## config.mk

```make
export PLATFORM = sky130hd
export DESIGN_NAME = srt4_control
export DESIGN_NICKNAME = d
export VERILOG_FILES = /design/src/rtl/srt4_pkg.sv /design/src/rtl/srt4_qsel.sv /design/src/rtl/srt4_control.sv
export SDC_FILE = /design/constraint.sdc
export NUM_CORES = 1
export LEC_CHECK = 0
export CORE_UTILIZATION = 55
export DETAILED_ROUTE_END_ITERATION = 10
export HOLD_SLACK_MARGIN = 0.02
export PLACE_DENSITY = 0.83
export SLEW_MARGIN = 15
export SYNTH_ARGS = -nofsm -noshare
export SYNTH_HDL_FRONTEND = slang
export SYNTH_SLANG_ARGS = --single-unit
```

## constraint.sdc

```tcl
create_clock -name clk -period 3.56 [get_ports clk]
set_input_delay 0.712 -clock clk [delete_from_list [all_inputs] [get_ports clk]]
set_output_delay 0.712 -clock clk [all_outputs]
set_load 0.1 [all_outputs]
```

## src/rtl/srt4_pkg.sv

```systemverilog
// Shared types and constants for the radix-4 SRT divider sequencer.
// Holds the FSM state encoding, control-pulse bit indices and quotient digit type.
// Digit helper functions map a latched digit onto its SHIFT / ADD control pulses.
package srt4_pkg;

    localparam int N_ITER_DEF   = 4;
    localparam int NORM_MAX_DEF = 7;
    localparam int NUM_C        = 15;

    // Control pulse indices: bit i of c is pulse ci
    localparam int C0  = 0;
    localparam int C1  = 1;
    localparam int C2  = 2;
    localparam int C3  = 3;
    localparam int C4  = 4;
    localparam int C5  = 5;
    localparam int C6  = 6;
    localparam int C7  = 7;
    localparam int C8  = 8;
    localparam int C9  = 9;
    localparam int C10 = 10;
    localparam int C11 = 11;
    localparam int C12 = 12;
    localparam int C13 = 13;
    localparam int C14 = 14;

    typedef logic [NUM_C-1:0] ctrl_t;

    typedef enum logic [3:0] {
        S_IDLE,
        S_INIT,
        S_NORM_CHK,
        S_NORM_SHIFT,
        S_SEL,
        S_SHIFT,
        S_ADD,
        S_CORR,
        S_QUOT,
        S_DENORM_CHK,
        S_DENORM_SHIFT,
        S_DONE
    } state_t;

    // Quotient digit in {-2,-1,0,+1,+2}, encoded as a 3-bit two's-complement value
    typedef enum logic [2:0] {
        DIG_ZERO = 3'b000,
        DIG_P1   = 3'b001,
        DIG_P2   = 3'b010,
        DIG_M2   = 3'b110,
        DIG_M1   = 3'b111
    } digit_t;

    // SHIFT cycle: c3 always, plus the digit bit that loads the quotient digit
    function automatic ctrl_t shift_bits(input digit_t d);
        ctrl_t b;
        b      = '0;
        b[C3]  = 1'b1;
        case (d)
            DIG_P1:  b[C4] = 1'b1;
            DIG_P2:  b[C7] = 1'b1;
            DIG_M1:  b[C5] = 1'b1;
            DIG_M2:  b[C6] = 1'b1;
            default: ;
        endcase
        return b;
    endfunction

    // ADD cycle: c8 clocks P, c9 selects subtract (positive digit), c10 selects 2B
    function automatic ctrl_t add_bits(input digit_t d);
        ctrl_t b;
        b = '0;
        case (d)
            DIG_P1: begin
                b[C8] = 1'b1;
                b[C9] = 1'b1;
            end
            DIG_P2: begin
                b[C8]  = 1'b1;
                b[C9]  = 1'b1;
                b[C10] = 1'b1;
            end
            DIG_M1: begin
                b[C8] = 1'b1;
            end
            DIG_M2: begin
                b[C8]  = 1'b1;
                b[C10] = 1'b1;
            end
            default: ;
        endcase
        return b;
    endfunction

endpackage

```

## src/rtl/srt4_qsel.sv

```systemverilog
// Radix-4 quotient digit selection from the 4-bit partial remainder estimate P[8:5].
// Latency: purely combinational.
// Backpressure: none; the sequencer samples the digit only in its SEL state.
module srt4_qsel
    import srt4_pkg::*;
(
    input  logic [3:0] p_top,
    output digit_t     digit
);

    // Map the two's-complement estimate onto the redundant digit set
    always_comb begin
        digit = DIG_ZERO;
        case (p_top)
            4'h0, 4'hF:                      digit = DIG_ZERO;  //  0, -1
            4'h1:                            digit = DIG_P1;    // +1
            4'h2, 4'h3, 4'h4, 4'h5,
            4'h6, 4'h7:                      digit = DIG_P2;    // >= +2
            4'hE:                            digit = DIG_M1;    // -2
            default:                         digit = DIG_M2;    // <= -3
        endcase
    end

endmodule

```

## src/rtl/srt4_control.sv

```systemverilog
// Sequencer for the radix-4 SRT divider: normalise, 4 iterations, correct, denormalise.
// Latency: done in cycle 18 + 4*norm_cnt after start (17 on divide-by-zero).
// Backpressure: none; start is sampled only in IDLE, all outputs are registered.
// Optional SRT4_CYCLE_COUNT_EN adds a cycle_cnt output counting busy cycles.
module srt4_control
    import srt4_pkg::*;
#(
    parameter int N_ITER   = N_ITER_DEF,
    parameter int NORM_MAX = NORM_MAX_DEF
)(
    input  logic              clk,
    input  logic              rst,
    input  logic              start,
    input  logic              b_msb,
    input  logic [3:0]        p_top,
    input  logic              p_sign,
    output logic [NUM_C-1:0]  c,
    output logic              busy,
    output logic              done,
    output logic              div_by_zero
`ifdef SRT4_CYCLE_COUNT_EN
    ,
    output logic [5:0]        cycle_cnt
`endif
);

    localparam int IW = (N_ITER > 1) ? $clog2(N_ITER) : 1;
    localparam int CW = (NORM_MAX > 0) ? $clog2(NORM_MAX + 1) : 1;

    state_t          state_q, state_d;
    ctrl_t           c_q, c_d;
    logic            busy_q, busy_d;
    logic            done_q, done_d;
    logic            dbz_q, dbz_d;
    logic [CW-1:0]   norm_q, norm_d;
    logic [CW-1:0]   den_q, den_d;
    logic [IW-1:0]   iter_q, iter_d;
    digit_t          digit_q, digit_d;
    digit_t          sel_digit;
`ifdef SRT4_CYCLE_COUNT_EN
    logic [5:0]      cyc_q, cyc_d;
`endif

    srt4_qsel u_qsel (
        .p_top (p_top),
        .digit (sel_digit)
    );

    // Next state, counters, and the control pulses for the state being entered
    always_comb begin
        state_d = state_q;
        dbz_d   = dbz_q;
        norm_d  = norm_q;
        den_d   = den_q;
        iter_d  = iter_q;
        digit_d = digit_q;
        c_d     = '0;

        case (state_q)
            S_IDLE: begin
                if (start) begin
                    state_d = S_INIT;
                    norm_d  = '0;
                    iter_d  = '0;
                    dbz_d   = 1'b0;
                end
            end
            S_INIT:       state_d = S_NORM_CHK;
            S_NORM_CHK: begin
                if (b_msb) begin
                    state_d = S_SEL;
                end else if (norm_q == CW'(NORM_MAX)) begin
                    dbz_d   = 1'b1;
                    state_d = S_DONE;
                end else begin
                    state_d = S_NORM_SHIFT;
                end
            end
            S_NORM_SHIFT: begin
                norm_d  = norm_q + CW'(1);
                state_d = S_NORM_CHK;
            end
            S_SEL: begin
                digit_d = sel_digit;
                state_d = S_SHIFT;
            end
            S_SHIFT:      state_d = S_ADD;
            S_ADD: begin
                iter_d  = iter_q + IW'(1);
                state_d = (iter_q == IW'(N_ITER - 1)) ? S_CORR : S_SEL;
            end
            S_CORR:       state_d = S_QUOT;
            S_QUOT: begin
                den_d   = norm_q;
                state_d = S_DENORM_CHK;
            end
            S_DENORM_CHK: state_d = (den_q != '0) ? S_DENORM_SHIFT : S_DONE;
            S_DENORM_SHIFT: begin
                den_d   = den_q - CW'(1);
                state_d = S_DENORM_CHK;
            end
            S_DONE:       state_d = S_IDLE;
            default:      state_d = S_IDLE;
        endcase

        // Pulses are decoded from the next state so they appear with it, one cycle wide
        case (state_d)
            S_INIT: begin
                c_d[C0] = 1'b1;
                c_d[C1] = 1'b1;
            end
            S_NORM_SHIFT:   c_d[C2] = 1'b1;
            S_SHIFT:        c_d = shift_bits(digit_d);
            S_ADD:          c_d = add_bits(digit_d);
            S_CORR: begin
                if (p_sign) begin
                    c_d[C8]  = 1'b1;
                    c_d[C12] = 1'b1;
                end
            end
            S_QUOT:         c_d[C13] = 1'b1;
            S_DENORM_SHIFT: c_d[C14] = 1'b1;
            default: ;
        endcase

        busy_d = (state_d != S_IDLE);
        done_d = (state_d == S_DONE);
    end

`ifdef SRT4_CYCLE_COUNT_EN
    // Busy-cycle counter: cleared by an accepted start, frozen once back in IDLE
    always_comb begin
        cyc_d = cyc_q;
        if (state_q == S_IDLE && start) begin
            cyc_d = '0;
        end else if (busy_q) begin
            cyc_d = cyc_q + 6'd1;
        end
    end
`endif

    // FSM state and registered outputs; reset aborts any operation in flight
    always_ff @(posedge clk or posedge rst) begin
        if (rst) begin
            state_q <= S_IDLE;
            c_q     <= '0;
            busy_q  <= 1'b0;
            done_q  <= 1'b0;
            dbz_q   <= 1'b0;
            norm_q  <= '0;
            den_q   <= '0;
            iter_q  <= '0;
            digit_q <= DIG_ZERO;
`ifdef SRT4_CYCLE_COUNT_EN
            cyc_q   <= '0;
`endif
        end else begin
            state_q <= state_d;
            c_q     <= c_d;
            busy_q  <= busy_d;
            done_q  <= done_d;
            dbz_q   <= dbz_d;
            norm_q  <= norm_d;
            den_q   <= den_d;
            iter_q  <= iter_d;
            digit_q <= digit_d;
`ifdef SRT4_CYCLE_COUNT_EN
            cyc_q   <= cyc_d;
`endif
        end
    end

    assign c           = c_q;
    assign busy        = busy_q;
    assign done        = done_q;
    assign div_by_zero = dbz_q;
`ifdef SRT4_CYCLE_COUNT_EN
    assign cycle_cnt   = cyc_q;
`endif

endmodule

```

# == After elaboration in Yosys (flattened, before gate mapping) ==
# Memory sizes are Yosys's and may differ from the RTL's.
# Index checks and enable logic that the tools add are counted.
# op_classes
eq_ne,27
n_mux,32
addsub,3
n_reduce_logical,15
# ops
op,count
$pmux W4 S9,1
$eq A4 B3 Y1 const B,7
$eq A4 B4 Y1 const B,6
$mux W1,16
$eq A4 B2 Y1 const B,3
$mux W4,3
$pmux W3 S2,2
$eq A3 B3 Y1 const B,3
$eq A4 B1 Y1 const B,2
$mux W2,4
$reduce_bool A2 Y1,4
$reduce_or A2 Y1,4
$mux W3,2
$ne A2 B2 Y1 const B,3
$mux W5,1
$logic_not A4 Y1,1
$pmux W1 S2,2
$pmux W2 S2,1
$reduce_and A2 Y1,2
$reduce_and A4 Y1,1
$reduce_bool A4 Y1,1
$reduce_or A4 Y1,1
$add A3 B1 Y3 const B,1
$eq A3 B1 Y1 const B,1
other kinds (5),5
# word_totals
mem_bits_ro,48
input_bits,9
reg_bits,33
n_memories,1
word_cells,87
output_inout_bits,18
# memory_table
memory,words,width,rd,rd_clocked_by_memory_dff,write_ports,line,source
(no name shown),16,3,1,0,0,srt4_qsel.sv:14,case (p_top)

# == Longest topological paths before layout ==
# Gate-level depths: netlist of run 1.
# depth
ltp_word,6
mapped_depth,7
ltp_nobuf,6

# == By module ==
# A second synthesis of run 1 with hierarchy kept.
# hier_totals
cells_unflattened,142
hier_area_um2,1495.2
# modules_own_cells
mod,cells_each,instances,area_per_inst_um2,seq_area_each_um2
srt4_control,136,1,1452.6,775.7
srt4_qsel,6,1,42.5,0.0

# == Worst setup path before layout of run 1 ==
# OpenSTA, ideal clock, no wires.
# synth_path
path_type,register -> output
from,"register c_q[1], in the netlist c[1]"
to,output c[1]
slack_ns,1.524
path_stages_with_launch,2
arrival_ns,1.324
n_path_buf,1
t_required_ns,2.848
cell_sequence,dfrtp_1 -> buf_4
# synth_rtl
element,line,source
start: declaration,srt4_control.sv:31,"ctrl_t c_q, c_d;"
start signal: assignment,srt4_control.sv:146,c_q <= '0;
start signal: assignment,srt4_control.sv:159,c_q <= c_d;
end: declaration,srt4_control.sv:17,"output logic [NUM_C-1:0] c,"
# No word-level cell between the ends.

# == Worst setup path in the final report of run 1 ==
# layout_path
from,"register dbz_q, in the netlist div_by_zero"
to,output div_by_zero
# layout_rtl
element,line,source
start: declaration,srt4_control.sv:34,"logic dbz_q, dbz_d;"
start signal: assignment,srt4_control.sv:162,dbz_q <= dbz_d;
end: declaration,srt4_control.sv:20,output logic div_by_zero
# No word-level cell between the ends.

==> results of run 1 <==
[per-stage QoR]
stage | power [mW] | instances | util [%]
after floorplan | 1.38 | 147 | -
after global placement | 1.54 | 195 | 69.0
after detailed placement | 1.58 | 195 | 69.0
after CTS | 1.81 | 203 | 71.7
after global routing | 1.92 | 203 | 71.7
final | 1.81 | 203 | 71.7
[power groups by stage]
stage	registers [mW]	clock network, mW	logic [mW]
6_report	0.596	0.232	0.978
5_1_grt	0.613	0.251	1.06
4_1_cts	0.593	0.236	0.980
3_5_place_dp	0.599	0	0.977
3_3_place_gp	0.593	0	0.944
2_1_floorplan	0.857	0	0.523
[kinds of logic (layout without fill, tap and decap cells)]
| group | count (synthesis) | after routing | share of synthesized area, % |
|---|---|---|---|
| compound gates | 28 | 28 | 13.7 |
| fa+ha+maj | 5 | 5 | 4.14 |
| flops | 31 | 31 | 51.3 |
| other cells | 1 | 1 | 0.248 |
| xor+xnor | 2 | 2 | 1.16 |
| buf+inv | 20 | 46 | 7.20 |
| simple gates | 59 | 59 | 21.6 |
| mux | 1 | 1 | 0.662 |
[placed cells by master (no fill, tap or decap), types with 2 or more instances in the layout]
| master | count |
|---|---|
| o21ai_0 | 10 |
| a21oi_1 | 5 |
| nand3_1 | 7 |
| o311a_1 | 2 |
| clkdlybuf4s50_1 | 25 |
| ha_1 | 5 |
| or4b_1 | 2 |
| dfrtp_1 | 31 |
| a31oi_1 | 2 |
| o22ai_1 | 2 |
| inv_1 | 11 |
| nand2b_1 | 2 |
| clkbuf_4 | 5 |
| clkbuf_8 | 2 |
| nor3_1 | 5 |
| nand3b_1 | 5 |
| nand2_1 | 14 |
| nor2_1 | 13 |
| and3_1 | 2 |
[registers in the layout (all words and copies together) (netlist names)]
register,cells
digit_q,3
iter_q,2
div_by_zero,1
c,13
state_q,4
den_q,3
norm_q,3
done,1
busy,1
[final timing paths]
check / start / slack (ps) / cells past startpoint / to
min reg2reg: iter_q[0]$_DFFE_PP0P_ / 500 / 1 / iter_q[0]$_DFFE_PP0P_
max reg2reg: state_q[1]$_DFF_PP0_ / 1410 / 6 / c[8]$_DFF_PP0_
max: div_by_zero$_DFFE_PP0P_ / 1010 / 1 / div_by_zero
min in group asynchronous: rst / 750 / 3 / c[12]$_DFF_PP0_
min: iter_q[0]$_DFFE_PP0P_ / 500 / 1 / iter_q[0]$_DFFE_PP0P_
max in group asynchronous: rst / 2530 / 3 / c[1]$_DFF_PP0_
[Yosys cell counts (all sizes together)]
library cell and number:
dfrtp 31, nand2 14, nor2 13, inv 11, o21ai 10, nand3 7, a21oi 6, buf 6
nor3 6, ha 5, nand3b 5, a31oi 2, and3 2, clkbuf 2, nand2b 2, nor4 2
o211ai 2, o22ai 2, o311a 2, or4b 2, and2 1, and3b 1, clkinv 1, conb 1
mux2i 1, nand4 1, nor2b 1, nor3b 1, nor4bb 1, o2111ai 1, o21a 1, o31a 1
o41ai 1, xnor2 1, xor2 1
[metal layers]
metal | up-vias | part of all wire (%) | GRT usage, %
met2 | 35 | 52 | 38.6
met4 | 0 | 1.6 | 15.0
li1 | 558 | - | -
met1 | 551 | 42 | 29.3
met3 | 9 | 4.1 | 7.22
met5 | - | 0 | 0
[cell type report]
class	count	area, um2
clock buffers	8	68.8
fillers	194	721
inverters	12	57.6
multi-input cells	96	627
flip-flops and latches	31	776
well taps	30	37.5
repair buffers	26	258
==> summary.md, run 1 <==
| Metric | Value |
|---|---|
| Ant diodes | `0` |
| Crit path max-delay family | `buffers and inverters` |
| PwrDens | `990 mW/mm2` |
| Area grow syn2layout | `20.7%` |
| Startpoint Class | `flop` |
| Aggregate global routing overflow | `0` |
| Synth unique cells | `41` |
| Die W | `54.4 um` |
| Peak Freq | `393 MHz` |
| Antenna violations before repair | `0` |
| Post-DRT Antenna Nets | `0` |
| First-pass GRT wire length | `4.96 mm` |
| Final Critical Period | `2550 ps` |
| Drt total wl | `between 2 and 3 mm` |
| H-tree Lvls | `2` |
| Crit path required time | `2850 ps` |
| Root Buffer | `clkbuf_4` |
| Setup slack after placement | `992 ps` |
| Crit share post-route | `71.5%` |
| Die Y | `54.4 um` |
| Top cell type's share of synthesized area | `51.3%` |
| # setup viols final | `0` |
| # IOs | `27` |
| Area post-placement | `~0.0018 mm2` |
| Clock sinks | `31` |
| Sequential share of the synthesized area | `51.3%` |
| Internal | `872 uW` |
| Synth Instances | `147` |
| Total Neg Setup Slack | `0 ps` |
| Status | `completed` |
| Placement Rows | `18` |
| Clock Latency Late Sink | `330 ps` |
| Worst-path clk slew | `90 ps` |
| Post-route cell area | `0.00182 mm2` |
| Maximum number of pins on one net before global-route repair | `32` |
| NetSw | `934 uW` |
| Layout cell share with drive strength beyond 1 | `9.25%` |
| Synth warnings | `0` |
| Core area | `0.00254 mm2` |
| DR DRC count | `0` |
| Crit-path cells | `clkdlybuf4s50_1` |
| Mapped Nets | `161` |
| Post-synth top area cell | `dfrtp_1` |
| Drt pass-1 iters | `4` |
| Crit end category | `output pin` |
| Final Max Tran Viols | `0` |
| WHS | `505 ps` |
| Initial DRC Count | `28` |
| Setup Skew | `9.35 ps` |
| #FFs+latches synth | `31` |
| Max_cap viols | `0` |
| Vias per cell | `5.68` |
| Worst Path Max Fanout | `2` |
| Initial Util | `59.4%` |
| Worst EP arrival | `1830 ps` |
| Max rail drop VDD | `just over 700 uV` |
| RSZ-0062 raised after global routing | `false` |
| Synthesized area per cell | `10.3 um2` |
| Crit Path Class | `reg2out` |
| Post-CTS sizing | `0` |
| CP max-delay cell | `clkdlybuf4s50_1` |
| Combinational power share | `54.2%` |
| Sequential fraction of design power | `33.0%` |
| Hold Path Class | `reg2reg` |
| Max stage delay on crit path | `roughly 1100 ps` |
| Final setup margin | `just over 1000 ps` |
| GRT Overall Usage | `24.5%` |
| Die area | `0.00296 mm2` |
| HPWL Detailed | `about 2.1 mm` |
| CTS tree | `yes` |
| Post-CTS setup repair buffer count | `0` |
| Synth Cell Area | `around 0.0015 mm2` |
| Synth top area cells | `dfrtp_1 51%, ha_1 4.1%, nand2_1 3.5%, o21ai_0 3.3%, nor2_1 3.2%` |
| Number of buffers and inverters on the critical path | `1` |
| Clock power share | `12.8%` |
| Static Leakage | `between 0.8 and 0.9 nW` |
| Final nets | `186` |
| Slew margin rel. | `35.2%` |
| Vias | `about 1,200` |
| Final Hold Fails | `0` |
| Switch share | `51.7%` |
| Worst slew pin tran | `970 ps` |
| CTS buffer count | `5` |
| IO buf count | `25` |
| RD Place Congestion | `slightly above 0.8` |
| Number of global-route vias before repair | `1,144` |
| Clk buf depth | `2` |
| Per-cell routed wire length | `14.4 um` |
| Hold-fix buffers at CTS | `0` |
(Power assumes the default switching activity.)
==> run 2, diff against run 1 <==
--- a/config.mk
+++ b/config.mk
@@ -5,10 +5,10 @@
 export SDC_FILE = /design/constraint.sdc
 export NUM_CORES = 1
 export LEC_CHECK = 0
-export CORE_UTILIZATION = 55
+export CORE_UTILIZATION = 51
 export DETAILED_ROUTE_END_ITERATION = 10
 export HOLD_SLACK_MARGIN = 0.02
-export PLACE_DENSITY = 0.83
+export PLACE_DENSITY = 0.78
 export SLEW_MARGIN = 15
 export SYNTH_ARGS = -nofsm -noshare
 export SYNTH_HDL_FRONTEND = slang
==> constraint.sdc (replaced) <==
create_clock -name clk -period 2.5 [get_ports clk]
set_input_delay 0.5 -clock clk [delete_from_list [all_inputs] [get_ports clk]]
set_output_delay 0.5 -clock clk [all_outputs]
set_load 0.1 [all_outputs]
==> run 2 against run 1 <==
Effect of this change: routed wire length shrank 5.0%; clock-buffer cell count did not move; die area grew 7.6%; sequential power increased by 28%; non-clock buffer count rose by 6; total power grew 43%; hold slack lost 3.2 ps; critical path depth increased by 5; combinational power up 52%; critical path type is now reg2reg.
==> summary.md, run 2 (synthesized netlist as in run 1, its figures left out) <==
| Metric | Value |
|---|---|
| GR Util met1 | `28.0%` |
| Max reg flops | `13` |
| Worst slew pin tran | `approximately 570 ps` |
| Core area | `0.00278 mm2` |
| Clock Latency Late Sink | `320 ps` |
| Sequential fraction of design power | `approximately 30%` |
| PwrDens | `1410 mW/mm2` |
| Ant diodes | `0` |
| Reg2reg start | `state_q[3]$_DFF_PP0_` |
| Crit path required time | `2730 ps` |
| Die W | `56.4 um` |
| Clk buf depth | `2` |
| Max_cap viols | `0` |
| Met3 GRT Util | `about 5.1%` |
| Area grow syn2layout | `20.9%` |
| # IOs | `27` |
| Clock sinks | `31` |
| Crit end category | `flop` |
| Placement Rows | `19` |
| Met2 Use GR | `31.4%` |
| Hold-fix buffers at CTS | `0` |
| Antenna violations before repair | `0` |
| Crit Path Class | `reg2reg` |
| Maximum number of pins on one net before global-route repair | `32` |
| Die Y | `56.4 um` |
| WHS | `between 500 and 600 ps` |
| Final Max Tran Viols | `0` |
| NetSw | `1.31 mW` |
| IO buf count | `25` |
| Layout cell share with drive strength beyond 1 | `between 20 and 25%` |
| Multi-input logic area | `627 um2` |
| Switch share | `about half` |
| Initial Util | `a little over half` |
| Worst EP arrival | `2290 ps` |
| Top Usage Layer GRT | `met2` |
| Initial DRC Count | `31` |
| Root Buffer | `clkbuf_4` |
| Number of global-route vias before repair | `~1,100` |
| RD Place Congestion | `about 0.78` |
| Drt total wl | `2.78 mm` |
| Final Hold Fails | `0` |
| Total Neg Setup Slack | `0 ps` |
| Die area | `0.00319 mm2` |
| Startpoint Class | `flop` |
| Peak Freq | `approximately 500 MHz` |
| CTS buffer count | `5` |
| Static Leakage | `roughly 0.89 nW` |
| Crit share post-route | `82.1%` |
| Worst R2R Setup Slack | `450 ps` |
| Final nets | `192` |
| Per-cell routed wire length | `around 13 um` |
| Slew margin rel. | `61.5%` |
| Worst Path Max Fanout | `13` |
| Aggregate global routing overflow | `0` |
| Status | `completed` |
| H-tree Lvls | `2` |
| Setup Skew | `slightly below 10 ps` |
| # setup viols final | `0` |
| Vias per cell | `5.58` |
| Most frequent cells in the layout | `31 x dfrtp_1, 24 x buf_4, 14 x nand2_1, 13 x nor2_1, 11 x inv_1` |
| Max rail drop VDD | `1050 uV` |
| Post-CTS setup repair buffer count | `0` |
| Fillers | `about 230` |
| CTS tree | `yes` |
| Worst Min Path Start | `div_by_zero$_DFFE_PP0P_` |
| Post-DRT Antenna Nets | `0` |
| RSZ-0062 raised after global routing | `false` |
| Vias | `1,172` |
| Drt pass-1 iters | `4` |
| Commonest non-fill, non-tap cell in the layout | `dfrtp_1` |
| GRT Overall Usage | `20.7%` |
| Internal | `between 1 and 1.5 mW` |
| HPWL Detailed | `2.04 mm` |
| Register Area | `776 um2` |
| Combinational power share | `just under 60%` |
| Clock power share | `approximately 13%` |
| Worst-path clk slew | `90 ps` |
| Hold Path Class | `reg2reg` |
| Post-CTS sizing | `0` |
| DR DRC count | `0` |
| Final Critical Period | `approximately 2100 ps` |
| Worst setup startpoint | `state_q[3]$_DFF_PP0_` |
| First-pass GRT wire length | `~5.1 mm` |
## run 2: cell count changes in the layout (fill, tap and decap cells not counted)
cell             delta
buf_4              +23
clkdlybuf4s50_1    -17
## run 2: final cells by class
| type | instances | share of cell area [%] |
|---|---|---|
| inverters | 12 | 3.15 |
| flip-flops and latches | 31 | 42.4 |
| multi-input cells | 96 | 34.3 |
| clock buffers | 8 | 3.76 |
| well taps | 31 | 2.12 |
| repair buffers | 32 | 14.2 |
## run 2: critical path, stage by stage (launching register included)
cell,delay [ps]
dfrtp_1,540
or4b_1,740
clkinv_8,130
o311a_1,190
a21oi_2,60
xor2_1,170
nor3_2,130
## run 2: power groups by stage
stage | Sequential [mW] | Combinational, mW | Clock [mW]
after floorplan | 1.22 | 0.745 | 0
after global placement | 0.769 | 1.47 | 0
after detailed placement | 0.777 | 1.49 | 0
after CTS | 0.766 | 1.50 | 0.339
after global routing | 0.787 | 1.62 | 0.360
final | 0.764 | 1.49 | 0.329
## run 2: worst paths after layout
| path | endpoint | cells past startpoint |
|---|---|---|
| setup / recovery | c[9]$_DFF_PP0_ | 6 |
| hold / removal | div_by_zero$_DFFE_PP0P_ | 2 |
| setup reg to reg | c[9]$_DFF_PP0_ | 6 |
| hold reg to reg | div_by_zero$_DFFE_PP0P_ | 2 |
| max in group asynchronous | digit_q[2]$_DFF_PP0_ | 3 |
| min in group asynchronous | norm_q[1]$_DFFE_PP0P_ | 3 |
## run 2: metal layers
layer / wire length, um / up-vias
li1: - / 573
met1: 1320 / 569
met2: 1310 / 26
met3: 123 / 4
met4: 33 / 0
met5: 0 / -
## run 2: through the flow
stage                     total power [mW]  worst slack (ps)  cells  utilization, %  area (um2)
after floorplan                       1.97               676    147               -        1510
after global placement                2.24               254    202            63.2        1760
after detailed placement              2.27               201    202            63.2        1760
after CTS                             2.61               444    210            65.7        1830
after global routing                  2.77               369    210            65.7        1830
final                                 2.59               447    210            65.7        1830
==> run 3, diff against run 2 <==
==> constraint.sdc (replaced) <==
create_clock -name clk -period 2.05 [get_ports clk]
set_input_delay 0.41 -clock clk [delete_from_list [all_inputs] [get_ports clk]]
set_output_delay 0.41 -clock clk [all_outputs]
set_load 0.1 [all_outputs]
==> run 3 against run 2 <==
Effect of this change: critical path depth did not move; sequential power rose by 20%; clock power rose by 5%; clock-buffer cell count fell by 3; largest cell class unchanged; routed wire length rose by 6.6%; largest power group unchanged; highest routed layer unchanged.
==> summary.md, run 3 (synthesized netlist as in run 1, its figures left out) <==
| Metric | Value |
|---|---|
| Layout cell share with drive strength beyond 1 | `24.9%` |
| DR DRC count | `0` |
| Setup Skew | `around 13 ps` |
| Final Hold Fails | `0` |
| HPWL Detailed | `~2.2 mm` |
| Drt total wl | `2.96 mm` |
| Fillers | `217` |
| Max_cap viols | `0` |
| Most frequent cells in the layout | `31 x dfrtp_1, 30 x buf_4, 14 x nand2_1, 13 x nor2_1, 11 x inv_1` |
| Crit path required time | `2270 ps` |
| Worst EP arrival | `roughly 2100 ps` |
| # setup viols final | `0` |
| Clock Latency Late Sink | `330 ps` |
| IO buf count | `25` |
| Vias per cell | `5.63` |
| Peak Freq | `525 MHz` |
| Post-DRT Antenna Nets | `0` |
| Crit share post-route | `93.0%` |
| Drt pass-1 iters | `4` |
| Placement Rows | `19` |
| Hold Path Class | `in2async` |
| # IOs | `27` |
| Post-CTS setup repair buffer count | `0` |
| Ant diodes | `0` |
| Clock sinks | `31` |
| RD Place Congestion | `0.795` |
| Commonest non-fill, non-tap cell in the layout | `dfrtp_1` |
| Root Buffer | `clkbuf_4` |
| Slew margin rel. | `63.9%` |
| GRT Overall Usage | `between 20% and 30%` |
| Aggregate global routing overflow | `0` |
| Crit end category | `flop` |
| Final setup margin | `about 140 ps` |
| Antenna violations before repair | `0` |
| Final Max Tran Viols | `0` |
| Worst Path Max Fanout | `7` |
| Worst slew pin tran | `536 ps` |
| Startpoint Class | `flop` |
| Initial Util | `around 54%` |
| Initial DRC Count | `47` |
| First-pass GRT wire length | `5.04 mm` |
| Static Leakage | `a little over 0.9 nW` |
| Final Critical Period | `1910 ps` |
| Die area | `0.00319 mm2` |
| Setup slack after placement | `-57.6 ps` |
| Worst setup startpoint | `state_q[0]$_DFF_PP0_` |
| Core area | `0.00278 mm2` |
| Max rail drop VDD | `1400 uV` |
| Maximum number of pins on one net before global-route repair | `32` |
| Per-cell routed wire length | `13.7 um` |
| CTS buffer count | `5` |
| RSZ-0062 raised after global routing | `false` |
| Worst-path clk slew | `110 ps` |
| Number of global-route vias before repair | `1,192` |
| CTS tree | `yes` |
| Total power | `about 3.2 mW` |
| Reg2reg start | `state_q[0]$_DFF_PP0_` |
| Worst r2r path cells | `6` |
| Worst r2r dst | `c[8]$_DFF_PP0_` |
| Clk buf depth | `2` |
| Die W | `between 50 and 60 um` |
| Max reg flops | `13` |
| Vias | `1,216` |
| Crit path to | `c[8]$_DFF_PP0_` |
| Hold-fix buffers at CTS | `0` |
| Die Y | `56.4 um` |
| Post-CTS sizing | `0` |
| PwrDens | `1710 mW/mm2` |
| Crit Path Class | `reg2reg` |
| Worst R2R Setup Slack | `140 ps` |
| Area grow syn2layout | `23.2%` |
| Status | `completed` |
| H-tree Lvls | `2` |
| Final nets | `between 150 and 200` |
run 3: final cells by class:
cell class	count	area [um2]	share of cell area (%)
Clock buffer	5	37.5	2.02
Clock inverter	3	20.0	1.08
Inverter	12	57.6	3.09
Multi-Input combinational cell	96	627	33.7
Sequential cell	31	776	41.7
Tap cell	31	38.8	2.08
Timing Repair Buffer	38	305	16.4
run 3: metal layers:
layer	vias to the layer above	track usage, %	routed length [um]
met1	570	24.7	1260
met4	0	10.5	57
met3	7	4.84	171
met2	54	34.5	1470
met5	-	0	0
li1	585	-	-
run 3: through the flow:
stage	cell area, um2	util [%]	std cells	TNS (ps)	hold WS, ps
after global placement	1800	64.9	208	0	485
after global routing	1860	66.9	216	0	508
after CTS	1860	66.9	216	0	454
after detailed placement	1800	64.9	208	-95.2	497
final	1860	66.9	216	0	446
after floorplan	1510	-	147	0	465
run 3: worst min-delay path by stage:
stage                              start                   end  cells past startpoint
CTS                                  rst       c[10]$_DFF_PP0_                      3
global placement    digit_q[1]$_DFF_PP0_  digit_q[1]$_DFF_PP0_                      2
floorplan           digit_q[1]$_DFF_PP0_  digit_q[1]$_DFF_PP0_                      2
global route                         rst       c[10]$_DFF_PP0_                      3
finish                               rst  digit_q[0]$_DFF_PP0_                      3
detailed placement  digit_q[1]$_DFF_PP0_  digit_q[1]$_DFF_PP0_                      2
run 3: worst max-delay path, cell delays in order, from the launching register on:
cell and delay, ps:
dfrtp_1 390, or4b_1 740, clkinv_8 140, o311a_1 190, a21oi_2 70, xnor2_1 190, o22ai_1 80
run 3: power by group:
group | internal, mW | total (mW) | switching, mW
clock network | 0.131 | 0.347 | 0.216
registers | 0.817 | 0.917 | 0.0997
logic | 0.585 | 1.92 | 1.34
total | 1.53 | 3.19 | 1.65
